--- src/rtl/encode_4_2_seq.sv ---
// Registered 4-to-2 priority encoder with sticky request capture and valid/ready offer.
// Define ROUND_ROBIN_EN for rotating priority; the default is fixed highest-index priority.
module encode_4_2_seq #(
  parameter int N = 4,
  parameter int W = 2
) (
  input  logic         clk,
  input  logic         rst_n,
  input  logic [N-1:0] D,
  input  logic         En,
  input  logic         Rdy,
  output logic [W-1:0] Y,
  output logic         V,
  output logic [N-1:0] Pend
);

  localparam logic [0:0] S_IDLE  = 1'b0;
  localparam logic [0:0] S_OFFER = 1'b1;

  logic [0:0]   state_q, state_d;
  logic [W-1:0] y_q, y_d;
  logic [N-1:0] pend_q, pend_d;
  logic [N-1:0] cap, clr;
  logic         accept;
  logic [W-1:0] sel;

`ifdef ROUND_ROBIN_EN
  logic [W-1:0] ptr_q, ptr_d;

  // Scan starts one past the last accepted index; W-bit addition wraps since 2**W == N.
  function automatic logic [W-1:0] sel_rr(input logic [N-1:0] x, input logic [W-1:0] last);
    logic [W-1:0] r;
    logic [W-1:0] idx;
    logic         found;
    r     = '0;
    found = 1'b0;
    for (int unsigned i = 0; i < N; i++) begin
      idx = last + W'(1) + W'(i);
      if (!found && x[idx]) begin
        r     = idx;
        found = 1'b1;
      end
    end
    return r;
  endfunction

  always_comb begin
    sel   = sel_rr(pend_d, ptr_q);
    ptr_d = accept ? y_q : ptr_q;
  end

  always_ff @(posedge clk or negedge rst_n) begin
    if (!rst_n) ptr_q <= W'(N - 1);
    else        ptr_q <= ptr_d;
  end
`else
  function automatic logic [W-1:0] sel_fixed(input logic [N-1:0] x);
    logic [W-1:0] r;
    r = '0;
    for (int unsigned i = 0; i < N; i++) begin
      if (x[i]) r = W'(i);
    end
    return r;
  endfunction

  always_comb begin
    sel = sel_fixed(pend_d);
  end
`endif

  always_comb begin
    cap    = En ? D : '0;
    accept = (state_q == S_OFFER) && Rdy;
    clr    = '0;
    if (accept) clr[y_q] = 1'b1;
    // Capture is OR-ed in after the clear so a same-edge re-request stays pending.
    pend_d  = (pend_q & ~clr) | cap;
    state_d = state_q;
    y_d     = y_q;
    case (state_q)
      S_IDLE: begin
        if (pend_d != '0) begin
          state_d = S_OFFER;
          y_d     = sel;
        end
      end
      S_OFFER: begin
        if (Rdy) begin
          if (pend_d != '0) y_d = sel;
          else              state_d = S_IDLE;
        end
      end
      default: state_d = S_IDLE;
    endcase
  end

  always_ff @(posedge clk or negedge rst_n) begin
    if (!rst_n) begin
      state_q <= S_IDLE;
      y_q     <= '0;
      pend_q  <= '0;
    end else begin
      state_q <= state_d;
      y_q     <= y_d;
      pend_q  <= pend_d;
    end
  end

  assign Y    = y_q;
  assign V    = (state_q == S_OFFER);
  assign Pend = pend_q;

endmodule

--- config.mk ---
export PLATFORM = sky130hd
export DESIGN_NAME = encode_4_2_seq
export DESIGN_NICKNAME = d
export VERILOG_FILES = /design/src/rtl/encode_4_2_seq.sv
export SDC_FILE = /design/constraint.sdc
export NUM_CORES = 1
export LEC_CHECK = 0
export BUFFER_PORTS_ARGS = -buffer_cell sky130_fd_sc_hd__buf_2
export CAP_MARGIN = 40
export CORE_AREA = 2 2 39 41
export DETAILED_ROUTE_END_ITERATION = 7
export DIE_AREA = 0 0 41 43
export MAX_ROUTING_LAYER = met4
export PLACE_DENSITY = 0.47
export SLEW_MARGIN = 20
export SYNTH_ARGS = -nofsm -noshare
export SYNTH_HDL_FRONTEND = slang
export SYNTH_SLANG_ARGS = --single-unit
--- constraint.sdc ---
create_clock -name clk -period 2.6 [get_ports clk]
set_input_delay 0.52 -clock clk [delete_from_list [all_inputs] [get_ports clk]]
set_output_delay 0.52 -clock clk [all_outputs]
set_load 0.02 [all_outputs]
---- Yosys cells after proc, flatten, opt, wreduce, memory -nomap -nowiden ----
Cells that the tools add are included.
word-level totals
  bits of input ports ..................... 8
  register bits after elaboration ......... 7
  output and inout port bits .............. 7
operators by class
  magnitude comparators ................... 2
  mux-type cells .......................... 13
  reductions and logical operators ........ 3
  bitwise logic cells ..................... 4
  equality and inequality tests ........... 1
operator list
  operator            count
  $mux 2              4
  $mux 4              2
  $and 4x4->4         1
  $mux 1              4
  $not 4->4           1
  $or 4x4->4          1
  $pmux 2 s2          1
  $reduce_bool 4->1   1
  $lt 2x3->1 const B  1
  $demux 1 s2         1
  $ge 2x1->1 const B  1
  $logic_and 1x1->1   2
  $ne 2x2->1 const B  1
  $pmux 1 s2          1
  $not 1->1           1

---- Longest topological paths before layout ----
Gate-level depths: netlist of run 1.
  depth in word-level cells ............... 14
  gate-level depth with buffers ........... 5
  depth with buffers taken out ............ 5

---- Worst setup path after synthesis of run 1 ----
OpenSTA, ideal clock, no wires.
  path type ............................... reg-to-reg
  start point ............................. register y_q[1] (netlist: Y[1])
  end point ............................... register state_q (netlist: V)
  library setup time ...................... 0.125 ns
  path buffers ............................ 0
  data arrival time ....................... 1.213 ns
  stages on the path, launching flop included .. 6
  setup slack ............................. 1.262 ns
  required time ........................... 2.475 ns
  cell sequence ........................... dfrtp_1 nand4b_1 a22oi_2 inv_2 nor4_1 nand2_1
on the way
  longest elaborated chain between the ends .. 12
RTL lines
  what                                                                   RTL line  RTL
  start: declaration                                                     21        logic [W-1:0] y_q, y_d;
  start signal: assignment                                               104       y_q <= y_d;
  $lt 2x3->1 (implied by the code) / $ge 2x1->1 (equally long branches)  75        if (accept) clr[y_q] = 1'b1;
  $logic_and 1x1->1 (implied by the code)                                75
  $mux 1 (implied by the code)                                           75
  $demux 1 s2 *                                                          75
  $mux 4 *                                                               75
  $not 4->4 *                                                            77        pend_d = (pend_q & ~clr) | cap;
  $and 4x4->4 *                                                          77
  $or 4x4->4 *                                                           77
  net pend_d[1]                                                          22        logic [N-1:0] pend_q, pend_d;
  $reduce_bool 4->1 *                                                    82, 89
  $mux 1 *                                                               82, 89
  $mux 1                                                                 88        if (Rdy) begin
  $pmux 1 s2 *                                                           80        case (state_q)
  net state_d                                                            20        logic [0:0] state_q, state_d;
  end signal: assignment                                                 103       state_q <= state_d;
  end: declaration                                                       20
The timed path passes the listed nets; every way through them passes the cells marked *.
A chain may end at the register's enable or synchronous reset.

---- Worst setup path after layout of run 1 ----
  start point ............................. register y_q[0] (netlist: Y[0])
  end point ............................... output port Y[0]
RTL lines
  what              RTL line  RTL
  end: declaration  12        output logic [W-1:0] Y,
No word-level cell between the ends.

==> impl_metrics.env, run 1 <==
export IMPL_fillers=152
export IMPL_cp_start_kind="flip-flop"
export IMPL_synth_most_common_cell="dfrtp_1"
export IMPL_yosysSeqAreaShare_pct=56.22
export IMPL_antenna_found_initial=0
export IMPL_synthFlopType="dfrtp_1"
export IMPL_crit_buf_inv=1
export IMPL_cp_slowest_cell="dfrtp_1"
export IMPL_drive_above_1_share_pct=44.19
export IMPL_die_h_um=43
export IMPL_path_class="flip-flop to output pin"
export IMPL_die_w_um=41
export IMPL_remaining_drc_errors=0
export IMPL_nets=52
export IMPL_rrSetupSlack_ns=1.22
export IMPL_route_met2_wl_um=369
export IMPL_crit_chain="buf_2"
export IMPL_crit_fanout=6
export IMPL_grt_pass1_vias=291
export IMPL_cp_end_kind="output pin"
export IMPL_antenna_left=0
export IMPL_std_cell_rows=14
export IMPL_grt_pass1_wl_um=1297
export IMPL_cts_repair_resized=0
export IMPL_core_area_um2=1384
export IMPL_syn_num_nets=33
export IMPL_cts_tree="built"
export IMPL_yosys_top_cells_count="7 x dfrtp_1, 4 x a22o_1, 2 x nand4b_1, 2 x o21ai_1"
export IMPL_fmax_ghz=0.7162
export IMPL_slew_headroom_pct=83.74
export IMPL_critical_path_arrival_ns=0.88
export IMPL_yosys_register_bits=7
export IMPL_num_vias=278
export IMPL_place_ws_ns=1.088
export IMPL_multi_input_area_um2=132.6
export IMPL_clk_pin_slew_worst_paths_ns=0.05
export IMPL_instances_no_fill=59
export IMPL_seq_area_um2=175.2
export IMPL_max_vdd_ir_drop_uv=171.9
export IMPL_routed_wl_um=780
export IMPL_slew_violations=0
export IMPL_netlist_instances=25
export IMPL_place_area_um2=401.6
export IMPL_crit_family="flip-flops"
export IMPL_ys_top_cells_by_area="dfrtp_1 56%, a22o_1 11%, nand4b_1 5.6%, a22oi_2 4.0%, nand4bb_1 3.6%"
export IMPL_worst_pin_slew_ns=0.2417
export IMPL_overflow=0
export IMPL_wl_met1_um=319
export IMPL_io_buffers=14
export IMPL_yosys_warnings=0
export IMPL_netlist_area_um2=311.5
export IMPL_num_antenna_cells=0
export IMPL_min_period_ns=1.396
export IMPL_io_pins=15
export IMPL_initial_utilization_pct=22.51
export IMPL_synth_top_area_cell="dfrtp_1"
export IMPL_synth_cell_types=14
export IMPL_area_growth_pct=37.35
export IMPL_track_usage_pct=12.02
export IMPL_setup_slack_ns=1.204
export IMPL_outcome="finished clean"
export IMPL_first_pass_iters=1
export IMPL_hold_class="primary input to asynchronous set/reset pin"
export IMPL_power_density_nw_per_um2=828.8
export IMPL_cts_buffers_inserted=3
export IMPL_critPathRequiredTime_ns=2.08
export IMPL_setup_violations=0
export IMPL_dieArea_um2=1763
export IMPL_root_buffer="clkbuf_4"
export IMPL_htreeDepth=1
export IMPL_totalPowerFinal_uw=354.7
export IMPL_grt_max_degree=8
export IMPL_rsz0062_at_grt="no"
export IMPL_setup_tns_ns=0
export IMPL_clk_latency_ns=0.25
export IMPL_final_hold_viol_count=0
export IMPL_p_leak_uw=0.0001901
export IMPL_cts_sinks=7
export IMPL_viasPerCell=4.712
export IMPL_wire_per_inst_um=13.22
export IMPL_hold_buffers=0
export IMPL_yosysTopAreaCellShare_pct=56.22
export IMPL_cp_slowest_stage_delay_ns=0.43
export IMPL_dpl_cell_count=55
export IMPL_finalCritPeriodShare_pct=53.71
export IMPL_post_cts_buffers=0
export IMPL_synth_edf_count=0
export IMPL_top_layer_used="met4"
export IMPL_wl_met3_um=65
export IMPL_place_congestion=0.6839
export IMPL_clk_path_buf_depth=2
export IMPL_avgSynthCellArea_um2=12.46
export IMPL_design_area_um2=427.9
export IMPL_drt_initial_drc_count=0
export IMPL_finClkSkew_ns=0.002436
export IMPL_synth_async_reset_ratio_pct=100.0
export IMPL_maxCapViolations=0
## cells by family (layout without fill, tap and decap cells)
kind of cell	after synthesis	after routing	share of synthesized area [%]
AOI/OAI and AO/OA	10	10	25.70
and+or+nand+nor	7	7	16.87
DFF	7	7	56.23
buffers and inverters	1	19	1.204
## metal layers
metal	up-vias	track usage [%]
met5	-	-
met3	4	3.141
met4	0	12.00
met1	122	11.84
met2	12	17.50
li1	140	-
## sequential cells by signal (all words and copies together) (netlist names)
register,count
Y,2
Pend,4
V,1
## layout by cell type, fill, tap and decap left out
cell	instances
clkbuf_4	3
nand4b_1	2
buf_2	14
a22o_1	4
nand4_1	1
a21bo_1	1
o21ai_0	1
nand4bb_1	1
nor4_1	1
or2b_1	1
o21ai_1	2
o21bai_1	1
nand2_1	1
dfrtp_1	7
inv_2	1
a22oi_2	1
clkbuf_1	1
## where the power goes
| part | internal [µW] | total (µW) | switching, µW | leakage [µW] |
|---|---|---|---|---|
| Combinational | 43.6 | 108 | 64.2 | 0.000102 |
| Clock | 58.7 | 100 | 41.5 | 0.0000150 |
| Sequential | 130 | 147 | 17.0 | 0.0000727 |
## per-stage QoR
| step | hold WS, ns | utilization, % |
|---|---|---|
| 6_report | 0.09243 | 30.92 |
| 5_1_grt | 0.1037 | 30.92 |
| 4_1_cts | 0.09224 | 30.92 |
| 3_5_place_dp | 0.3660 | 29.02 |
| 3_3_place_gp | 0.3609 | 29.02 |
| 2_1_floorplan | 0.2244 | - |
## layout make-up
type / count / area share [%]
well taps: 16 / 4.678
flip-flops and latches: 7 / 40.94
clock buffers: 4 / 6.140
repair buffers: 14 / 16.37
multi-input cells: 17 / 30.99
inverters: 1 / 0.8772
## worst paths after layout
| path | start | endpoint | cells past startpoint |
|---|---|---|---|
| setup / recovery | Y[0]$_DFFE_PN0P_ | Y[0] | 1 |
| hold / removal | rst_n | V$_DFF_PN0_ | 1 |
| setup reg to reg | Y[0]$_DFFE_PN0P_ | V$_DFF_PN0_ | 4 |
| hold reg to reg | Pend[1]$_DFF_PN0_ | Pend[1]$_DFF_PN0_ | 2 |
| max in group asynchronous | rst_n | Pend[0]$_DFF_PN0_ | 1 |
| min in group clk | D[1] | Pend[1]$_DFF_PN0_ | 3 |
No activity file was read; power rests on OpenSTA's default activity.
==> inputs of run 2 (changes only) <==
ABC_AREA = 1   (was not set)
PLACE_DENSITY = 0.52   (was 0.47)
clock period = 1.4 ns   (was 2.6 ns; I/O delays follow)
==> run 2 against run 1 <==
Flip-flop and latch count is the same. Clock power rose by 86%. Synthesized cell count up 84%. Design area rose by 16%. Die area stayed put. First-iteration DRC count rose by 4. Sequential power up 82%. Combinational power grew 100%. Critical path depth up 8. Count of clock-buffer cells in the layout unchanged. Worst hold slack improved by 0.19 ns. Synthesized area grew 18%.
==> impl_metrics.env, run 2 <==
export IMPL_outcome="finished clean"
export IMPL_root_buffer="clkbuf_4"
export IMPL_syn_num_nets=54
export IMPL_yosysTopAreaCellShare_pct=47.46
export IMPL_gr_usage_met3_pct=0
export IMPL_wire_per_inst_um=9.346
export IMPL_fmax_ghz=0.8458
export IMPL_grt_pass1_wl_um=1290
export IMPL_place_congestion=0.7174
export IMPL_grt_pass1_vias=319
export IMPL_netlist_instances=46
export IMPL_layout_common_cells="17 x nand2_1, 14 x buf_2, 7 x dfrtp_1, 6 x nand2_2, 5 x inv_1"
export IMPL_rr_worst_depth=9
export IMPL_cp_end_kind="flip-flop"
export IMPL_std_cell_rows=14
export IMPL_switching_share_pct=37.28
export IMPL_synthFlopType="dfrtp_1"
export IMPL_grt_busiest_layer="met1"
export IMPL_seqPwrFrac_pct=39.6
export IMPL_setup_tns_ns=0
export IMPL_clockPowerShare_pct=27.6
export IMPL_rsz0062_at_grt="no"
export IMPL_ys_top_cells_by_area="dfrtp_1 47%, nand2_1 17%, nand2_2 10%, nor2_4 6.1%, inv_1 5.1%"
export IMPL_rrSetupSlack_ns=0.22
export IMPL_slew_violations=0
export IMPL_worst_pin_slew_ns=0.1921
export IMPL_drive_above_1_share_pct=41.54
export IMPL_post_cts_buffers=0
export IMPL_remaining_drc_errors=0
export IMPL_place_area_um2=459.2
export IMPL_min_period_ns=1.182
export IMPL_drt_initial_drc_count=4
export IMPL_routed_wl_um=757
export IMPL_area_growth_pct=34.24
export IMPL_synth_top_area_cell="dfrtp_1"
export IMPL_clk_pin_slew_worst_paths_ns=0.05
export IMPL_met2_usage_pct=15.00
export IMPL_cts_tree="built"
export IMPL_synth_async_reset_ratio_pct=100.0
export IMPL_avgSynthCellArea_um2=8.024
export IMPL_clk_latency_ns=0.25
export IMPL_num_antenna_cells=0
export IMPL_path_class="flip-flop to flip-flop"
export IMPL_setup_slack_ns=0.2177
export IMPL_yosys_register_bits=7
export IMPL_design_area_um2=495.5
export IMPL_htreeDepth=1
export IMPL_whs_path_depth=3
export IMPL_synth_most_common_cell="nand2_1"
export IMPL_grt_max_degree=8
export IMPL_largest_register_ffs=4
export IMPL_p_leak_uw=0.0002609
export IMPL_die_h_um=43
export IMPL_maxCapViolations=0
export IMPL_finalCritPeriodShare_pct=84.45
export IMPL_viasPerCell=4.074
export IMPL_cts_buffers_inserted=3
export IMPL_netlist_area_um2=369.1
export IMPL_initial_utilization_pct=26.67
export IMPL_crit_fanout=6
export IMPL_power_density_nw_per_um2=1359
export IMPL_cp_start_kind="flip-flop"
export IMPL_min_from="D[0]"
export IMPL_dieArea_um2=1763
export IMPL_combPwrFrac_pct=32.8
export IMPL_die_w_um=41
export IMPL_cts_repair_resized=0
export IMPL_antenna_found_initial=0
export IMPL_timing_rr_start="Y[0]$_DFFE_PN0P_"
export IMPL_use_met1_pct=15.58
export IMPL_switchingPower_uw=251.1
export IMPL_yosys_warnings=0
export IMPL_core_area_um2=1384
export IMPL_final_hold_viol_count=0
export IMPL_mostFrequentLayoutCell="nand2_1"
export IMPL_io_buffers=14
export IMPL_cts_sinks=7
export IMPL_nets=74
export IMPL_finClkSkew_ns=0.003128
export IMPL_slew_headroom_pct=87.19
export IMPL_hpwl_um=612.5
export IMPL_max_vdd_ir_drop_uv=350.0
export IMPL_antenna_left=0
export IMPL_place_ws_ns=0.2055
export IMPL_yosysSeqAreaShare_pct=47.46
export IMPL_internal_power_uw=422.4
export IMPL_holdPathEnd="Pend[0]$_DFF_PN0_"
export IMPL_overflow=0
export IMPL_clk_path_buf_depth=2
export IMPL_track_usage_pct=11.46
export IMPL_synth_edf_count=0
export IMPL_hold_class="primary input to flip-flop"
export IMPL_rr_endpoint="Y[0]$_DFFE_PN0P_"
export IMPL_synth_cell_types=10
export IMPL_critical_path_arrival_ns=1.32
export IMPL_io_pins=15
export IMPL_setup_violations=0
export IMPL_fillers=163
export IMPL_yosys_top_cells_count="17 x nand2_1, 7 x dfrtp_1, 6 x nand2_2"
export IMPL_num_vias=330
export IMPL_first_pass_iters=4
export IMPL_critPathRequiredTime_ns=1.54
-- run 2: per-stage QoR --
stage	instances	hold WS, ns	total power [µW]	util (%)
after floorplan	46	-0.01559	421.9	-
after global placement	76	0.1272	490.7	33.18
after detailed placement	76	0.1271	492.0	33.18
after CTS	81	0.2840	683.3	35.80
after global routing	81	0.3096	725.0	35.80
final	81	0.2831	673.5	35.80
-- run 2: worst max-delay path by stage --
stage	start	to	slack [ns]	cells past startpoint
finish	Y[0]$_DFFE_PN0P_	Y[0]$_DFFE_PN0P_	0.22	9
global route	Y[0]$_DFFE_PN0P_	Y[0]$_DFFE_PN0P_	0.04	9
CTS	Y[0]$_DFFE_PN0P_	Y[0]$_DFFE_PN0P_	0.20	9
detailed placement	Rdy	Y[0]$_DFFE_PN0P_	0.21	10
global placement	Rdy	Y[0]$_DFFE_PN0P_	0.21	10
floorplan	V$_DFF_PN0_	Y[0]$_DFFE_PN0P_	0.18	9
-- run 2: layer usage --
metal	vias up	part of all wire, %
met5	-	0
met4	0	0
met3	0	3.8
met2	9	47
met1	144	49
li1	177	-
-- run 2: what timing repair did --
action	4_1_cts	5_1_grt
endpoints found under the hold margin	7	0
hold buffers	1	0
setup endpoints to repair	0	0
-- run 2: layout make-up --
class	count	area (µm²)	area share [%]
clock buffer	4	26.28	5.303
inverter	5	18.77	3.788
multi-input combinational	34	175.2	35.35
sequential	7	175.2	35.35
tap	16	20.02	4.040
timing repair buffer	15	80.08	16.16
-- run 2: kinds of logic after synthesis --
logic type	count (synthesis)	synth area share [%]
buf+inv	5	5.085
compound gates	2	3.728
flops	7	47.46
simple gates	32	43.73
-- run 2: power by group through the flow --
stage          clock, µW  sequential (µW)  combinational [µW]
2_1_floorplan          0              310                 112
3_3_place_gp           0              270                 221
3_5_place_dp           0              270                 222
4_1_cts              191              267                 225
5_1_grt              200              273                 252
6_report             186              267                 221
-- run 2: critical path, stage by stage (launching register included) --
cell and delay [ns]:
dfrtp_1 0.43, inv_1 0.06, nor2_1 0.08, nand2_1 0.05
nand2_1 0.06, nand2_2 0.08, nor2_4 0.10, nand2_2 0.07
nand3_1 0.08, nand2_1 0.05
==> inputs of run 3 (changes only) <==
clock period = 1.13 ns   (was 1.4 ns; I/O delays follow)
==> run 3 against run 2 <==
The run now ends with setup timing left. Sequential power is 25% higher. Worst setup slack worse by 0.26 ns. Non-clock buffer count rose by 2. Register-to-register slack got worse by 0.26 ns. Final cell count up 2.5%. Sequential share of layout area decreased by 2.3 points. Wire length increased by 1.3%. Worst hold slack worse by 0.050 ns. Die area is the same. Core utilization is 3.3 points higher. Design area grew 9.1%. Clock skew barely moved. Largest cell class is now multi-input combinational cells.
==> impl_metrics.env, run 3 (synthesis results as in run 2) <==
export IMPL_seq_area_um2=178.9
export IMPL_clk_latency_ns=0.25
export IMPL_final_hold_viol_count=0
export IMPL_nets=76
export IMPL_cp_slowest_stage_delay_ns=0.44
export IMPL_clk_pin_slew_worst_paths_ns=0.05
export IMPL_num_antenna_cells=0
export IMPL_whs_path_depth=3
export IMPL_crit_cells=9
export IMPL_path_class="flip-flop to flip-flop"
export IMPL_crit_fanout=5
export IMPL_grt_busiest_layer="met2"
export IMPL_p_leak_uw=0.0002751
export IMPL_setup_violations=3
export IMPL_cts_sinks=7
export IMPL_clk_path_buf_depth=2
export IMPL_cts_tree="built"
export IMPL_gr_usage_met3_pct=3.141
export IMPL_drt_initial_drc_count=8
export IMPL_fmax_ghz=0.8559
export IMPL_dieArea_um2=1763
export IMPL_hold_class="primary input to flip-flop"
export IMPL_layout_common_cells="16 x nand2_1, 12 x buf_2, 7 x nand2_2, 4 x dfrtp_1"
export IMPL_num_vias=342
export IMPL_grt_max_degree=8
export IMPL_die_h_um=43
export IMPL_crit_family="simple AND/OR/NAND/NOR gates"
export IMPL_grt_pass1_vias=345
export IMPL_maxCapViolations=0
export IMPL_fillers=152
export IMPL_overflow=0
export IMPL_rr_worst_depth=9
export IMPL_violations="setup timing"
export IMPL_antenna_left=0
export IMPL_mostFrequentLayoutCell="nand2_1"
export IMPL_place_ws_ns=-0.04651
export IMPL_power_density_nw_per_um2=1603
export IMPL_drive_above_1_share_pct=55.22
export IMPL_fin_util_pct=39.06
export IMPL_initial_utilization_pct=26.67
export IMPL_setup_slack_ns=-0.03836
export IMPL_antenna_found_initial=0
export IMPL_htreeDepth=1
export IMPL_hpwl_um=642.1
export IMPL_crit_chain="nor2_1, nand2_1, nand2_1, nand2_2, nor2_4, nand2_2, nand2_2, nand2_1, nand2_1"
export IMPL_first_pass_iters=4
export IMPL_crit_buf_inv=0
export IMPL_place_congestion=0.7528
export IMPL_cp_start_kind="flip-flop"
export IMPL_io_buffers=14
export IMPL_max_vdd_ir_drop_uv=430.6
export IMPL_core_area_um2=1384
export IMPL_remaining_drc_errors=0
export IMPL_std_cell_rows=14
export IMPL_cpMostUsedCell="nand2_1"
export IMPL_routed_wl_um=767
export IMPL_whs_ns=0.2331
export IMPL_outcome="complete, but fails checks"
export IMPL_cts_buffers_inserted=3
export IMPL_critPathRequiredTime_ns=1.31
export IMPL_track_usage_pct=12.00
export IMPL_largest_register_ffs=4
export IMPL_grt_pass1_wl_um=1366
export IMPL_totalPowerFinal_uw=866.5
export IMPL_setup_tns_ns=-0.1062
export IMPL_cp_end_kind="flip-flop"
export IMPL_slew_violations=0
export IMPL_worst_pin_slew_ns=0.1649
export IMPL_use_met1_pct=14.38
export IMPL_die_w_um=41
export IMPL_rsz0062_at_grt="yes"
export IMPL_multi_input_area_um2=185.2
export IMPL_met2_usage_pct=16.88
export IMPL_critical_path_arrival_ns=1.35
export IMPL_wire_per_inst_um=9.241
export IMPL_finalCritPeriodShare_pct=103.4
export IMPL_post_cts_buffers=0
export IMPL_min_period_ns=1.168
export IMPL_finClkSkew_ns=0.003362
export IMPL_io_pins=15
export IMPL_area_growth_pct=46.44
export IMPL_viasPerCell=4.120
export IMPL_root_buffer="clkbuf_4"
export IMPL_cp_slowest_cell="dfrtp_2"
export IMPL_slew_headroom_pct=88.89
[run 3: final timing paths]
path                              startpoint                 to  slack [ns]
max                         Y[1]$_DFFE_PN0P_   Y[1]$_DFFE_PN0P_       -0.04
min                                     D[0]  Pend[0]$_DFF_PN0_        0.23
max reg2reg                 Y[1]$_DFFE_PN0P_   Y[1]$_DFFE_PN0P_       -0.04
min reg2reg                Pend[0]$_DFF_PN0_  Pend[0]$_DFF_PN0_        0.52
max in group asynchronous              rst_n        V$_DFF_PN0_        0.62
min in group asynchronous              rst_n  Pend[1]$_DFF_PN0_        0.34
[run 3: layout make-up]
cell class	instances	area share (%)
clock buffer	4	4.861
sequential	7	33.10
inverter	5	3.472
timing repair buffer	17	20.60
multi-input combinational	34	34.26
tap	16	3.704
[run 3: power by group]
group	switching, µW	total [µW]	internal, µW
clock	93.8	229	135
sequential	39.0	335	296
combinational	186	303	117
[run 3: routing by layer]
layer	vias to the layer above	share of wire [%]
met1	146	46
li1	183	-
met3	2	4.4
met4	0	0.52
met2	11	49
met5	-	0
[run 3: worst min-delay path, cell delays in order]
cell	delay, ns
buf_2	0.07
nand2_1	0.05
nand2_2	0.09
[run 3: through the flow]
step / area (µm²) / cells
6_report: 540.5 / 83
5_1_grt: 540.5 / 83
4_1_cts: 538.0 / 83
3_5_place_dp: 480.5 / 78
3_3_place_gp: 480.5 / 78
2_1_floorplan: 375.4 / 46
[run 3: what timing repair did]
action	4_1_cts	5_1_grt
resized for setup	6	2
setup endpoints to repair	4	5
hold endpoints to repair	7	0
hold buffers	1	0
pin swaps	3	0
